==> config.mk <==
export PLATFORM = sky130hd
export DESIGN_NAME = uart_tx_arbiter
export DESIGN_NICKNAME = d
export VERILOG_FILES = /design/src/rtl/uart_pkg.sv /design/src/rtl/rr_picker.sv /design/src/rtl/uart_tx_arbiter.sv
export SDC_FILE = /design/constraint.sdc
export NUM_CORES = 1
export LEC_CHECK = 0
export BUFFER_PORTS_ARGS = -buffer_cell sky130_fd_sc_hd__buf_2
export CAP_MARGIN = 20
export CORE_MARGIN = 3
export CORE_UTILIZATION = 46
export CTS_CLUSTER_DIAMETER = 200
export DETAILED_ROUTE_END_ITERATION = 10
export GPL_TIMING_DRIVEN = 1
export PLACE_DENSITY = 0.86
export SYNTH_ARGS = -nofsm -noshare
export SYNTH_HDL_FRONTEND = slang
export SYNTH_SLANG_ARGS = --single-unit
==> constraint.sdc <==
create_clock -name clk1 -period 2.1 [get_ports clk1]
set_clock_uncertainty 0.15 [all_clocks]
set_input_delay 0.315 -clock clk1 [delete_from_list [all_inputs] [get_ports clk1]]
set_output_delay 0.315 -clock clk1 [all_outputs]
set_load 0.05 [all_outputs]
==> src/rtl/uart_pkg.sv <==
// Shared definitions for the UART TX arbiter: state encoding, default byte width and
// the width helper for the busy-wait counter.
package uart_pkg;

    localparam int unsigned DEFAULT_DATA_W = 8;

    typedef enum logic [1:0] {
        StIdle     = 2'd0,
        StWaitBusy = 2'd1,
        StWaitDone = 2'd2
    } arb_state_e;

    // Counter must hold values up to timeout-1; never narrower than one bit.
    function automatic int unsigned timeout_cnt_w(int unsigned timeout);
        return (timeout <= 2) ? 1 : $clog2(timeout);
    endfunction

endpackage

==> src/rtl/rr_picker.sv <==
// Combinational round-robin select: first set request at or after the pointer, wrapping.
module rr_picker #(
    parameter int unsigned NUM_REQ = 4,
    parameter int unsigned ID_W    = $clog2(NUM_REQ)
) (
    input  logic [NUM_REQ-1:0] i_req,
    input  logic [ID_W-1:0]    i_ptr,
    output logic               o_valid,
    output logic [ID_W-1:0]    o_index
);

    // Walk offsets from farthest to nearest so the nearest set request wins.
    always_comb begin
        o_valid = 1'b0;
        o_index = '0;
        for (int off = NUM_REQ - 1; off >= 0; off--) begin
            if (i_req[(int'(i_ptr) + off) % NUM_REQ]) begin
                o_valid = 1'b1;
                o_index = ID_W'((int'(i_ptr) + off) % NUM_REQ);
            end
        end
    end

endmodule

==> src/rtl/uart_tx_arbiter.sv <==
// Round-robin sharing of one UART transmitter among NUM_REQ byte sources.
// Define UART_ARB_BURST_EN to let an owner send up to MAX_BURST consecutive bytes.
module uart_tx_arbiter
    import uart_pkg::*;
#(
    parameter int unsigned  NUM_REQ      = 4,
    parameter int unsigned  DATA_W       = DEFAULT_DATA_W,
    parameter int unsigned  BUSY_TIMEOUT = 16,
    parameter int unsigned  MAX_BURST    = 4,
    localparam int unsigned ID_W         = $clog2(NUM_REQ)
) (
    input  logic                      clk1,
    input  logic                      ret1,
    input  logic [NUM_REQ-1:0]        req,
    input  logic [NUM_REQ*DATA_W-1:0] req_data,
    output logic [NUM_REQ-1:0]        gnt,
    output logic                      tx_wr,
    output logic [DATA_W-1:0]         tx_data,
    input  logic                      tx_busy,
    output logic [ID_W-1:0]           active_id,
    output logic                      idle,
    output logic                      err_timeout
);

    localparam int unsigned CNT_W = timeout_cnt_w(BUSY_TIMEOUT);

    arb_state_e          r_state, w_state_next;
    logic [ID_W-1:0]     r_ptr, w_ptr_next;
    logic [ID_W-1:0]     r_active_id, w_active_id_next;
    logic [CNT_W-1:0]    r_cnt, w_cnt_next;
    logic [NUM_REQ-1:0]  r_gnt, w_gnt_next;
    logic                r_tx_wr, w_tx_wr_next;
    logic [DATA_W-1:0]   r_tx_data, w_tx_data_next;
    logic                r_err, w_err_next;
    logic                w_pick_valid;
    logic [ID_W-1:0]     w_pick_idx;
    logic [ID_W-1:0]     w_ptr_after;

`ifdef UART_ARB_BURST_EN
    localparam int unsigned BURST_W = $clog2(MAX_BURST + 1);
    logic [BURST_W-1:0]  r_burst, w_burst_next;
`endif

    rr_picker #(
        .NUM_REQ (NUM_REQ),
        .ID_W    (ID_W)
    ) u_rr_picker (
        .i_req   (req),
        .i_ptr   (r_ptr),
        .o_valid (w_pick_valid),
        .o_index (w_pick_idx)
    );

    assign w_ptr_after = (r_active_id == ID_W'(NUM_REQ - 1)) ? '0 : r_active_id + 1'b1;

    always_comb begin
        w_state_next     = r_state;
        w_ptr_next       = r_ptr;
        w_active_id_next = r_active_id;
        w_cnt_next       = r_cnt;
        w_gnt_next       = '0;
        w_tx_wr_next     = 1'b0;
        w_tx_data_next   = r_tx_data;
        w_err_next       = r_err;
`ifdef UART_ARB_BURST_EN
        w_burst_next     = r_burst;
`endif
        unique case (r_state)
            StIdle: begin
                // A busy transmitter in IDLE belongs to someone else; do not arbitrate.
                if (!tx_busy && w_pick_valid) begin
                    w_gnt_next       = NUM_REQ'(1) << w_pick_idx;
                    w_tx_wr_next     = 1'b1;
                    w_tx_data_next   = req_data[w_pick_idx * DATA_W +: DATA_W];
                    w_active_id_next = w_pick_idx;
                    w_cnt_next       = '0;
                    w_state_next     = StWaitBusy;
`ifdef UART_ARB_BURST_EN
                    if (w_pick_idx == r_active_id && r_burst != '0 &&
                        r_burst < BURST_W'(MAX_BURST)) begin
                        w_burst_next = r_burst + 1'b1;
                    end else begin
                        w_burst_next = BURST_W'(1);
                    end
                end else if (req == '0) begin
                    w_burst_next = '0;
`endif
                end
            end
            StWaitBusy: begin
                if (tx_busy) begin
                    w_state_next = StWaitDone;
                end else if (r_cnt == CNT_W'(BUSY_TIMEOUT - 1)) begin
                    w_err_next   = 1'b1;
                    w_state_next = StIdle;
                end else begin
                    w_cnt_next = r_cnt + 1'b1;
                end
            end
            StWaitDone: begin
                if (!tx_busy) begin
                    w_state_next = StIdle;
                    w_ptr_next   = w_ptr_after;
`ifdef UART_ARB_BURST_EN
                    // Parking the pointer on the owner makes the picker re-grant it.
                    if (req[r_active_id] && r_burst < BURST_W'(MAX_BURST)) begin
                        w_ptr_next = r_active_id;
                    end
`endif
                end
            end
            default: begin
                w_state_next = StIdle;
            end
        endcase
    end

    always_ff @(posedge clk1 or negedge ret1) begin
        if (!ret1) begin
            r_state     <= StIdle;
            r_ptr       <= '0;
            r_active_id <= '0;
            r_cnt       <= '0;
            r_gnt       <= '0;
            r_tx_wr     <= 1'b0;
            r_tx_data   <= '0;
            r_err       <= 1'b0;
`ifdef UART_ARB_BURST_EN
            r_burst     <= '0;
`endif
        end else begin
            r_state     <= w_state_next;
            r_ptr       <= w_ptr_next;
            r_active_id <= w_active_id_next;
            r_cnt       <= w_cnt_next;
            r_gnt       <= w_gnt_next;
            r_tx_wr     <= w_tx_wr_next;
            r_tx_data   <= w_tx_data_next;
            r_err       <= w_err_next;
`ifdef UART_ARB_BURST_EN
            r_burst     <= w_burst_next;
`endif
        end
    end

    assign gnt         = r_gnt;
    assign tx_wr       = r_tx_wr;
    assign tx_data     = r_tx_data;
    assign active_id   = r_active_id;
    assign idle        = (r_state == StIdle);
    assign err_timeout = r_err;

endmodule

; Word-level counts from Yosys, hierarchy flattened
; Cells that the tools add are included.
[word_totals]
wordCells = 68
input_bits = 39
reg_bits = 24
[op_classes]
muxes = 30
eq_ne = 9
reduce_logical = 9
order_cmp = 4
n_addsub = 5
bitwise_logic = 1
shifts = 2
[op_table]
columns = operator, n
row1 = $shiftx 32x6->8, 1
row2 = $mux 4, 5
row3 = $mux 2, 9
row4 = $lt 2x3->1 const B, 4
row5 = $mux 1, 10
row6 = $bmux 1 s2, 4
row7 = $pmux 4 s2, 1
row8 = $ne 2x2->1 const B, 3
row9 = $pmux 2 s3, 1
row10 = $reduce_and 3->1, 2
row11 = $add 2x1->2 const B, 2
row12 = $add 2x2->2 const B, 2
row13 = $add 4x1->4 const B, 1
row14 = $eq 2x2->1 const B, 2
row15 = $eq 4x4->1 const B, 1
row16 = $reduce_and 2->1, 2
row17 = $reduce_and 4->1, 1
row18 = $shl 1x2->4 const A, 1
row19 = $ne 3x3->1 const B, 1
row20 = $eq 2x1->1 const B, 1
row21 = $logic_not 2->1, 1
row22 = $ne 2x1->1 const B, 1
row23 = $reduce_bool 2->1, 1
row24 = $logic_and 1x1->1, 1
row25 = 2 further kinds, 2

; Longest topological paths before layout
; Gate-level depths: netlist of run 1.
[logic_depth]
word_depth = 10
ltp_mapped = 7
mapped_depth_nobuf = 6

; Cells and area by module
; From an unflattened synthesis of run 1, not the netlist that was laid out.
[hier_totals]
cells_unflattened = 98
area_unflattened_um2 = 1317.5
[by_module_without_submodules]
columns = module, n_inst, area_each_um2, cells_per_inst
row1 = uart_tx_arbiter, 1, 1239.9, 85
row2 = rr_picker, 1, 77.6, 13

; Least setup slack after synthesis of run 1
; No wires, ideal clock.
[synth_path]
path_kind = reg2reg
from = register r_ptr[0]
to = register r_tx_data[1], in the netlist tx_data[1]
path_buffers = 2
stages_incl_launch_ff = 8
period_less_slack_ns = 1.746
arrival_ns = 1.464
setup_time_ns = 0.132
setup_slack_ns = 0.354
cell_sequence = dfrtp_1 nor2b_4 a211o_1 a21oi_2 buf_6 buf_12 mux2i_1 o221ai_2
[synth_between]
elab_chain_cells = 9
word_cells_on_any_way = 22
cone_classes = 3 x add/sub / 1 x shift / 16 x mux / 2 x reduce/logical
[synth_rtl]
columns = item, line
row1 = from (decl), uart_tx_arbiter.sv:28  ; logic [ID_W-1:0] r_ptr, w_ptr_next;
row2 = from (signal assigned), uart_tx_arbiter.sv:133  ; r_ptr <= w_ptr_next;
row3 = branches (longest 9 deep; another with $add 2x2->2), --
row4 = to (signal assigned), uart_tx_arbiter.sv:138  ; r_tx_data <= w_tx_data_next;
row5 = to (decl), uart_tx_arbiter.sv:33  ; logic [DATA_W-1:0] r_tx_data, w_tx_data_next;
; Several ways; the timed one is not identified. The select of a mux whose other input is x is not followed.
; A chain may end at the register's enable or synchronous reset.

; Final worst setup path of run 1
[layout_path]
from = register r_ptr[0]
to = register r_tx_data[0], in the netlist tx_data[0]
; The elaborated chain is that of the path after synthesis.

==> flow_metrics.env, run 1 <==
export IMPL_status="finished, final reports clean"
export IMPL_worst_setup_path_start_kind="register"
export IMPL_critPathCaptureType="register"
export IMPL_fillers=217
export IMPL_final_common_cell="buf_2"
export IMPL_cts_setup_buffers=0
export IMPL_worst_pin_slew_ps=532
export IMPL_syn_avg_cell_area_sq_um=11.4
export IMPL_yosysSeqAreaShare=0.469
export IMPL_final_core_util=0.635
export IMPL_postLayoutCellArea_sq_um=1630
export IMPL_clkLatencyLatePin_ps=300
export IMPL_crit_path_top_delay_cell="dfrtp_1"
export IMPL_pre_cts_ws_ps=182
export IMPL_grt_pass1_wl_um=5000
export IMPL_grt_antenna_before_repair=0
export IMPL_drc=0
export IMPL_cts_made_buffers=3
export IMPL_fin_ws_ps=198
export IMPL_grtUsageTotal=0.189
export IMPL_rsz0062_at_grt="no"
export IMPL_slew_limit_headroom=0.645
export IMPL_die_x_um=58.8
export IMPL_layoutNonFillerInstCount=201
export IMPL_die_area_sq_um=3450
export IMPL_max_freq_mhz=526
export IMPL_grt_max_degree=25
export IMPL_grt_pass1_vias=1074
export IMPL_cts_sinks=24
export IMPL_syn_inst=112
export IMPL_criticalPathCategory="reg2reg"
export IMPL_wl_per_cell_um=15.6
export IMPL_hold_path_class="in2reg"
export IMPL_vias=1099
export IMPL_required_ps=2140
export IMPL_antenna_cells=0
export IMPL_fin_nets=213
export IMPL_p_leak_nw=0.861
export IMPL_synth_nets=153
export IMPL_syn_area_sq_um=1280
export IMPL_critPathMaxStageDelay_ps=450
export IMPL_post_drt_via_cell_ratio=5.47
export IMPL_drive_above_1_share=0.439
export IMPL_pwr_density_cell_nw_per_um2=1380
export IMPL_post_dp_hpwl_um=2430
export IMPL_rows=18
export IMPL_setup_tns_ps=0
export IMPL_clockBufferDepth=2
export IMPL_boundaryPins=56
export IMPL_critPathBufInv=1
export IMPL_placed_cells=196
export IMPL_clk_pin_slew_ps=130
export IMPL_final_cell_mix="buf_2, dfrtp_1, mux2i_1, nand2_1, nor2_1"
export IMPL_yosys_warnings=0
export IMPL_ys_types=34
export IMPL_core_area_sq_um=2570
export IMPL_crit_fanout=19
export IMPL_synth_seq_cells=24
export IMPL_ant_nets=0
export IMPL_start_util=0.499
export IMPL_crit_arrival_ps=1950
export IMPL_slew_violations=0
export IMPL_cp_cell_sequence="nor2b_4 > a211o_1 > a21oi_2 > buf_12 > mux2i_1 > o221ai_2"
export IMPL_routabilityCongestion=0.770
export IMPL_cts_root_buf="clkbuf_4"
export IMPL_port_buffers=55
export IMPL_grt_remaining_overflow=0
export IMPL_drt_wl_total_um=3140
export IMPL_crit_family="compound AO/OA/AOI/OAI gates"
export IMPL_cts_tree="yes"
export IMPL_drt_iter0_markers=28
export IMPL_syn_to_final_growth_pct=27.5
export IMPL_place_area_sq_um=1590
export IMPL_h_tree_depth=1
export IMPL_setup_viol=0
export IMPL_finalCritPeriodShare=0.906
export IMPL_min_period_ps=1900
export IMPL_die_height_um=58.8
export IMPL_cap_violations=0
export IMPL_firstDrtPassIters=5
export IMPL_ir_worst_vdd_uv=797
export IMPL_hold_viol_final=0
routing by layer:
layer	up-vias	global-route usage	share of wire
met5	-	0	0
met4	0	0.0550	0.015
met3	6	0.0373	0.049
met2	30	0.342	0.57
met1	532	0.223	0.37
li1	531	-	-
metrics by stage:
| step | power (W) | hold WS (ps) |
|---|---|---|
| 4_1_cts | 0.00226 | 109 |
| 3_5_place_dp | 0.00202 | 174 |
| 2_1_floorplan | 0.00172 | -131 |
| 3_3_place_gp | 0.00197 | 168 |
| 5_1_grt | 0.00237 | 111 |
| 6_report | 0.00225 | 123 |
flip-flops by register name (all words and copies together) (netlist names):
signal and count:
tx_data 8, gnt 4, r_cnt 4, active_id 2, r_ptr 2, r_state 2, err_timeout 1, tx_wr 1
path summary, 6_finish.rpt:
kind,start,endpoint,slack (ps),cells past startpoint
setup / recovery,r_ptr[0]$_DFFE_PN0P_,tx_data[0]$_DFFE_PN0P_,200,6
hold / removal,tx_busy,r_ptr[0]$_DFFE_PN0P_,120,2
setup reg to reg,r_ptr[0]$_DFFE_PN0P_,tx_data[0]$_DFFE_PN0P_,200,6
hold reg to reg,err_timeout$_DFFE_PN0P_,err_timeout$_DFFE_PN0P_,330,1
max in group asynchronous,ret1,r_cnt[2]$_DFFE_PN0P_,1090,2
min in group asynchronous,ret1,active_id[0]$_DFFE_PN0P_,360,2
worst register-to-register path: stages, from the launching register on:
cell      delay [ps]
dfrtp_1          450
nor2b_4           60
a211o_1          280
a21oi_2          190
buf_12           190
mux2i_1          320
o221ai_2         140
Yosys cell counts:
library cell,number,area share
o221ai_2,7,0.082
or3b_1,1,0.0068
clkbuf_1,1,0.0029
mux2_2,1,0.0088
a21oi_1,1,0.0039
o41ai_2,1,0.013
a21oi_2,1,0.0068
nor2_1,8,0.023
a41o_1,1,0.0078
mux2i_1,17,0.13
nand4_1,1,0.0049
o32ai_1,1,0.0068
o221ai_1,2,0.014
nand2_2,2,0.0098
o211a_1,1,0.0078
buf_6,1,0.0088
o21ai_0,1,0.0039
o21bai_1,1,0.0059
o41ai_1,1,0.0068
ha_1,2,0.020
a21boi_0,1,0.0059
inv_2,1,0.0029
o211ai_1,1,0.0059
nand2b_1,2,0.0098
nor2b_4,1,0.011
buf_12,1,0.016
nand3_1,1,0.0039
a211o_1,1,0.0068
dfrtp_1,24,0.47
inv_1,5,0.015
xor2_1,2,0.014
nor3b_1,1,0.0059
nor3_1,3,0.012
nand2_1,16,0.047
timing repair:
item / CTS / global route
hold buffers: 1 / 0
resized for setup: 0 / 0
hold endpoints to repair: 24 / 0
power by group:
| part | total [W] | internal (W) | leakage [nW] | switching [W] |
|---|---|---|---|---|
| registers | 0.000735 | 0.000617 | 0.311 | 0.000118 |
| logic | 0.00128 | 0.000415 | 0.529 | 0.000863 |
| clock network | 0.000236 | 0.000106 | 0.0210 | 0.000131 |
cell families (layout without fill, tap and decap cells):
kind of cell	Yosys count	after routing	synth area share
simple gates	36	36	0.134
fa+ha+maj	2	2	0.0195
mux	18	18	0.142
xor+xnor	2	2	0.0137
flops	24	24	0.469
compound gates	21	21	0.177
buf+inv	9	68	0.0450
area by class of cell:
| type | instances | area, sq um | share of cell area |
|---|---|---|---|
| Clock buffer | 4 | 36.3 | 0.0222 |
| Inverter | 6 | 22.5 | 0.0138 |
| Multi-Input combinational cell | 79 | 622 | 0.381 |
| Sequential cell | 24 | 601 | 0.368 |
| Tap cell | 30 | 37.5 | 0.0230 |
| Timing Repair Buffer | 58 | 313 | 0.192 |
No activity file was read; power rests on OpenSTA's default activity.
==> inputs of run 2 (changes only) <==
Settings changed: BUFFER_PORTS_ARGS -buffer_cell sky130_fd_sc_hd__buf_2 to not set, CORE_UTILIZATION 46 to 60, DONT_BUFFER_PORTS set to 1, PLACE_DENSITY 0.86 to 0.84.
==> run 2 against run 1 <==
Compared with the run above: final area is 14% lower; combinational power is 43% lower; clock-buffer cell count stayed put; final cell count is 27% lower; total power is 6.3% lower; wire length is 14% lower; largest cell class unchanged.
==> flow_metrics.env, run 2 (synthesis results as in run 1) <==
export IMPL_syn_to_final_growth_pct=9.19
export IMPL_port_buffers=0
export IMPL_cts_root_buf="clkbuf_4"
export IMPL_p_leak_nw=0.653
export IMPL_start_util=0.646
export IMPL_hold_viol_final=0
export IMPL_vias=914
export IMPL_drt_wl_total_um=2690
export IMPL_final_cell_mix="dfrtp_1, mux2i_1, nand2_1, nor2_1, o221ai_2"
export IMPL_min_delay_path_depth=2
export IMPL_antenna_cells=0
export IMPL_final_common_cell="dfrtp_1"
export IMPL_place_area_sq_um=1310
export IMPL_ant_nets=0
export IMPL_ir_worst_vdd_uv=1160
export IMPL_grt_max_degree=25
export IMPL_cap_violations=0
export IMPL_post_dp_hpwl_um=1940
export IMPL_finalCritPeriodShare=0.852
export IMPL_hold_path_class="in2reg"
export IMPL_boundaryPins=56
export IMPL_cts_made_buffers=3
export IMPL_die_x_um=52.2
export IMPL_min_period_ps=1790
export IMPL_grt_remaining_overflow=0
export IMPL_setup_viol=0
export IMPL_placed_cells=139
export IMPL_h_tree_depth=1
export IMPL_grt_antenna_before_repair=0
export IMPL_crit_arrival_ps=1840
export IMPL_drc=0
export IMPL_setup_tns_ps=0
export IMPL_firstDrtPassIters=4
export IMPL_pwr_density_cell_nw_per_um2=1510
export IMPL_worst_pin_slew_ps=539
export IMPL_fin_nets=161
export IMPL_routabilityCongestion=0.813
export IMPL_clk_pin_slew_ps=140
export IMPL_slew_violations=0
export IMPL_multi_input_area_sq_um=622
export IMPL_slew_limit_headroom=0.641
export IMPL_critPathCaptureType="register"
export IMPL_criticalPathCategory="reg2reg"
export IMPL_post_drt_via_cell_ratio=6.26
export IMPL_required_ps=2150
export IMPL_rsz0062_at_grt="no"
export IMPL_cts_tree="yes"
export IMPL_wl_per_cell_um=18.4
export IMPL_die_height_um=52.2
export IMPL_status="finished, final reports clean"
export IMPL_grt_pass1_vias=931
export IMPL_rrSetupSlack_ps=310
export IMPL_cts_setup_buffers=0
export IMPL_max_freq_mhz=559
export IMPL_cts_sinks=24
export IMPL_crit_fanout=19
export IMPL_layoutNonFillerInstCount=146
export IMPL_grtUsageTotal=0.209
export IMPL_rows=16
export IMPL_fillers=143
export IMPL_largest_register_ffs=8
export IMPL_clkLatencyLatePin_ps=320
export IMPL_clockBufferDepth=2
export IMPL_regArea_sq_um=601
export IMPL_core_area_sq_um=1980
export IMPL_die_area_sq_um=2720
export IMPL_postLayoutCellArea_sq_um=1400
export IMPL_reg2reg_depth=6
export IMPL_grt_pass1_wl_um=4130
export IMPL_drive_above_1_share=0.185
export IMPL_drt_iter0_markers=11
export IMPL_worst_setup_path_start_kind="register"
-- run 2: cell types whose count changed in the layout (fill, tap and decap cells not counted) --
| cell | before | now |
|---|---|---|
| dlygate4sd3_1 | 1 | 2 |
| buf_2 | 55 | 0 |
| buf_16 | 0 | 1 |
| buf_4 | 1 | 2 |
-- run 2: metal layers --
layer,wire length (um),track usage,up-vias,part of all wire
met1,1020,0.237,453,0.38
met3,159,0.0598,4,0.059
met5,0,0,-,0
met2,1480,0.370,33,0.55
li1,-,-,424,-
met4,34,0.0766,0,0.013
-- run 2: critical path, stage by stage (launching register included) --
cell and delay, ps:
dfrtp_1 440, nor2b_4 60, a211o_1 270, a21oi_2 190
buf_12 190, mux2i_1 250, o221ai_2 120
-- run 2: timing repair --
item                       CTS  global route
gates resized for setup      0             0
setup endpoints to repair    0             0
hold endpoints to repair    26             0
hold buffers                 2             0
-- run 2: cell type report --
| class | count | area share |
|---|---|---|
| well taps | 27 | 0.0242 |
| flip-flops and latches | 24 | 0.430 |
| inverters | 6 | 0.0161 |
| multi-input cells | 79 | 0.445 |
| clock buffers | 4 | 0.0260 |
| repair buffers | 6 | 0.0591 |
-- run 2: per-stage QoR --
stage / util / hold WS, ps / worst slack, ps / total power [W]
floorplan: - / -131 / 354 / 0.00172
global placement: 0.663 / -130 / 375 / 0.00182
global route: 0.705 / 34.6 / 206 / 0.00222
finish: 0.705 / 46.6 / 310 / 0.00211
CTS: 0.691 / 47.7 / 293 / 0.00211
detailed placement: 0.663 / -130 / 308 / 0.00186
-- run 2: where the power goes --
group          switching (W)  total, W  internal [W]
Combinational       0.000397  0.000726      0.000329
Clock               0.000139  0.000245      0.000106
Sequential          0.000524   0.00113      0.000611
Total                0.00106   0.00211       0.00105
-- run 2: path summary, 6_finish.rpt --
kind,end,from
setup / recovery,tx_data[3]$_DFFE_PN0P_,r_ptr[0]$_DFFE_PN0P_
hold / removal,tx_data[0]$_DFFE_PN0P_,req_data[16]
setup reg to reg,tx_data[3]$_DFFE_PN0P_,r_ptr[0]$_DFFE_PN0P_
hold reg to reg,r_cnt[0]$_DFFE_PN0P_,r_cnt[0]$_DFFE_PN0P_
max in group asynchronous,r_cnt[0]$_DFFE_PN0P_,ret1
min in group asynchronous,r_ptr[0]$_DFFE_PN0P_,ret1
==> inputs of run 3 (changes only) <==
Settings changed: ABC_AREA set to 1, CORE_ASPECT_RATIO set to 1.75.
Clock period 2.1 ns to 1.7 ns, I/O delays scaled along.
==> run 3 against run 2 <==
Compared with the run above: synthesized area rose by 22%; synthesized cell count rose by 110%; the flow now stops in 5_1_grt.
==> flow_metrics.env, run 3 <==
export IMPL_cts_root_buf="clkbuf_8"
export IMPL_synth_nets=280
export IMPL_synth_top_area_frac=0.384
export IMPL_clockBufferDepth=2
export IMPL_syn_area_sq_um=1570
export IMPL_yosysTopAreaCell="dfrtp_1"
export IMPL_cts_made_buffers=3
export IMPL_rows=23
export IMPL_h_tree_depth=1
export IMPL_syn_avg_cell_area_sq_um=6.55
export IMPL_yosys_warnings=0
export IMPL_die_x_um=44.6
export IMPL_yosys_cell_count_top_type="nand2_1"
export IMPL_start_util=0.655
export IMPL_place_area_sq_um=1760
export IMPL_yosysSeqAreaShare=0.384
export IMPL_yosys_top_cells_count="nand2_1, inv_1, nand3_1"
export IMPL_post_dp_hpwl_um=2830
export IMPL_port_buffers=0
export IMPL_crit_endpoint="tx_data[1]$_DFFE_PN0P_/D"
export IMPL_syn_inst=239
export IMPL_tool_error="[ERROR DPL-0038] Utilization greater than 100%, impossible to legalize"
export IMPL_synth_ff_type="dfrtp_1"
export IMPL_placed_cells=280
export IMPL_worstEpCategory="sequential cell input"
export IMPL_async_flop_share=1.00
export IMPL_die_height_um=73.6
export IMPL_status="stopped before the end"
export IMPL_cts_sinks=24
export IMPL_grt_max_degree=25
export IMPL_routabilityCongestion=0.875
export IMPL_synth_seq_cells=24
export IMPL_pre_cts_ws_ps=-366
export IMPL_boundaryPins=56
export IMPL_synthTopCellsByArea="dfrtp_1, nand2_1, nand3_1"
export IMPL_ys_types=23
export IMPL_haltStage="5_1_grt"
export IMPL_synth_edf_count=0
## run 3: cell count changes after synthesis, moves of 4 or more
cell      before  now
buf_2          0    4
inv_1          5   45
mux2i_1       17    0
nand2_1       16   81
nand3_1        1   39
nor2_1         8   15
o21ai_0        1    5
o221ai_2       7    0
## run 3: cell families after synthesis
| group | Yosys count | synth area share |
|---|---|---|
| flops | 24 | 0.384 |
| simple gates | 145 | 0.404 |
| buf+inv | 54 | 0.145 |
| compound gates | 13 | 0.0464 |
| fa+ha+maj | 2 | 0.0160 |
| xor+xnor | 1 | 0.00560 |
## run 3: metrics by stage
stage          hold slack, ps  setup TNS (ps)
4_1_cts                  44.8           -1950
3_5_place_dp             -190           -4890
3_3_place_gp             -190           -4190
2_1_floorplan            -191            -932
## run 3: what timing repair did
| action | in CTS |
|---|---|
| pin swaps | 26 |
| hold buffers | 2 |
| endpoints found under the hold margin | 25 |
| endpoints found under the setup margin | 19 |
| gates resized for setup | 60 |
| setup buffers | 7 |
| gates cloned | 5 |
==> inputs of run 4 (changes only) <==
Settings changed: CORE_ASPECT_RATIO 1.75 to not set, CORE_UTILIZATION 60 to 40, CTS_CLUSTER_DIAMETER 200 to not set, PLACE_DENSITY 0.84 to not set, PLACE_DENSITY_LB_ADDON set to 0.15.
==> run 4 against run 3 <==
Compared with the run above: the flow now finishes, with violations (negative setup slack); synthesized cell count stayed put; synthesized area stayed put.
==> flow_metrics.env, run 4 <==
export IMPL_ir_worst_vdd_uv=751
export IMPL_drc=0
export IMPL_cts_made_buffers=3
export IMPL_slew_limit_headroom=0.666
export IMPL_grt_pass1_vias=1414
export IMPL_syn_to_final_growth_pct=30.5
export IMPL_synth_seq_cells=24
export IMPL_grt_remaining_overflow=0
export IMPL_postLayoutCellArea_sq_um=2040
export IMPL_finalCritPeriodShare=1.12
export IMPL_cts_tree="yes"
export IMPL_yosys_warnings=0
export IMPL_antenna_cells=0
export IMPL_die_height_um=68.6
export IMPL_required_ps=1710
export IMPL_p_leak_nw=1.15
export IMPL_syn_avg_cell_area_sq_um=6.55
export IMPL_yosysSeqAreaShare=0.384
export IMPL_grt_max_degree=25
export IMPL_timing_rr_start="r_ptr[0]$_DFFE_PN0P_"
export IMPL_routabilityCongestion=0.786
export IMPL_synth_edf_count=0
export IMPL_rsz0062_at_grt="yes"
export IMPL_max_freq_mhz=525
export IMPL_yosysTopAreaCell="dfrtp_1"
export IMPL_status="finished, violations left"
export IMPL_violations="negative setup slack"
export IMPL_largest_register_ffs=8
export IMPL_slew_violations=0
export IMPL_grt_pass1_wl_um=6140
export IMPL_synthTopCellsByArea="dfrtp_1, nand2_1, nand3_1"
export IMPL_crit_arrival_ps=1910
export IMPL_cap_violations=0
export IMPL_hp_start="tx_busy"
export IMPL_grt_most_used_layer="met2"
export IMPL_pwr_density_cell_nw_per_um2=2420
export IMPL_hold_path_class="in2reg"
export IMPL_crit_start="r_ptr[0]$_DFFE_PN0P_"
export IMPL_setup_tns_ps=-2620
export IMPL_cts_root_buf="clkbuf_8"
export IMPL_place_area_sq_um=1780
export IMPL_synth_ff_type="dfrtp_1"
export IMPL_clockBufferDepth=2
export IMPL_grt_antenna_before_repair=0
export IMPL_grtUsageTotal=0.171
export IMPL_synth_top_area_frac=0.384
export IMPL_final_cell_mix="nand2_1, inv_1, nand3_1, dfrtp_1, buf_4"
export IMPL_die_area_sq_um=4700
export IMPL_drt_wl_total_um=3980
export IMPL_grt_use_met3=0.0421
export IMPL_syn_inst=239
export IMPL_core_area_sq_um=3720
export IMPL_min_period_ps=1900
export IMPL_firstDrtPassIters=4
export IMPL_port_buffers=0
export IMPL_syn_area_sq_um=1570
export IMPL_ys_types=23
export IMPL_h_tree_depth=1
export IMPL_rrSetupSlack_ps=-200
export IMPL_start_util=0.421
export IMPL_worst_pin_slew_ps=501
export IMPL_fin_nets=307
export IMPL_clk_pin_slew_ps=90
export IMPL_boundaryPins=56
export IMPL_drt_iter0_markers=82
export IMPL_yosys_cell_count_top_type="nand2_1"
export IMPL_synth_nets=280
export IMPL_wl_per_cell_um=12.7
export IMPL_criticalPathCategory="reg2reg"
export IMPL_vias=1513
export IMPL_post_dp_hpwl_um=2940
export IMPL_grt_use_met1=0.218
export IMPL_ant_nets=0
export IMPL_die_x_um=68.6
export IMPL_final_common_cell="nand2_1"
export IMPL_critPathCaptureType="register"
export IMPL_fillers=378
export IMPL_rows=22
export IMPL_yosys_top_cells_count="nand2_1, inv_1, nand3_1"
export IMPL_clkLatencyLatePin_ps=270
export IMPL_crit_fanout=8
export IMPL_setup_viol=18
export IMPL_drive_above_1_share=0.242
export IMPL_worst_setup_path_start_kind="register"
export IMPL_hold_viol_final=0
export IMPL_async_flop_share=1.00
export IMPL_post_drt_via_cell_ratio=4.83
export IMPL_use_met2=0.298
export IMPL_cts_sinks=24
export IMPL_fin_ws_ps=-204
-- run 4: routing by layer --
metal | share of wire | wire, um | vias up
li1 | - | - | 780
met1 | 0.45 | 1780 | 672
met2 | 0.49 | 1950 | 56
met3 | 0.058 | 230 | 5
met4 | 0.0028 | 11 | 0
met5 | 0 | 0 | -
-- run 4: worst max-delay path, cell delays in order, from the launching register on --
cell	delay [ps]
dfrtp_2	470
buf_6	160
o21ai_4	160
nand2_2	80
nand2_2	70
inv_2	60
nand3_4	150
clkbuf_16	170
nand3_1	70
nand3_1	90
nand2_1	60
nand2_1	50
nand2_1	40
-- run 4: timing repair --
action	in CTS	in global routing
setup buffers	1	2
pin swaps	4	3
endpoints found under the hold margin	25	0
cloned	0	1
setup endpoints to repair	19	19
gates resized for setup	23	10
hold buffers	2	0
-- run 4: cell families after synthesis --
kind of cell	Yosys count	share of synthesized area
xor+xnor	1	0.00560
compound gates	13	0.0464
flops	24	0.384
fa+ha+maj	2	0.0160
simple gates	145	0.404
buf+inv	54	0.145
-- run 4: area by class of cell --
type,instances,area [sq um],area share
timing repair buffer,29,292,0.143
clock buffer,4,55.1,0.0269
sequential,24,602,0.295
inverter,47,179,0.0876
tap,48,60.1,0.0294
multi-input combinational,161,856,0.419
-- run 4: through the flow --
stage / instances / hold WS, ps / setup WS, ps / power, W / util
floorplan: 239 / -191 / -98.4 / 0.00332 / -
global placement: 302 / -190 / -309 / 0.00403 / 0.479
detailed placement: 302 / -190 / -335 / 0.00404 / 0.479
CTS: 309 / 58.7 / -185 / 0.00470 / 0.521
global route: 313 / 78.4 / -330 / 0.00537 / 0.550
finish: 313 / 61.9 / -204 / 0.00495 / 0.550
-- run 4: path summary, 6_finish.rpt --
path / cells past startpoint / endpoint
min in group asynchronous: 1 / gnt[2]$_DFF_PN0_
worst max-delay path: 12 / tx_data[0]$_DFFE_PN0P_
worst min-delay path: 3 / r_ptr[1]$_DFFE_PN0P_
worst min register to register: 2 / r_cnt[2]$_DFFE_PN0P_
max in group asynchronous: 2 / tx_data[6]$_DFFE_PN0P_
worst max register to register: 12 / tx_data[0]$_DFFE_PN0P_
-- run 4: report_power, final --
group	internal [W]	total, W	switching [W]
combinational	0.00132	0.00313	0.00181
clock	0.000207	0.000384	0.000177
sequential	0.000796	0.00144	0.000646
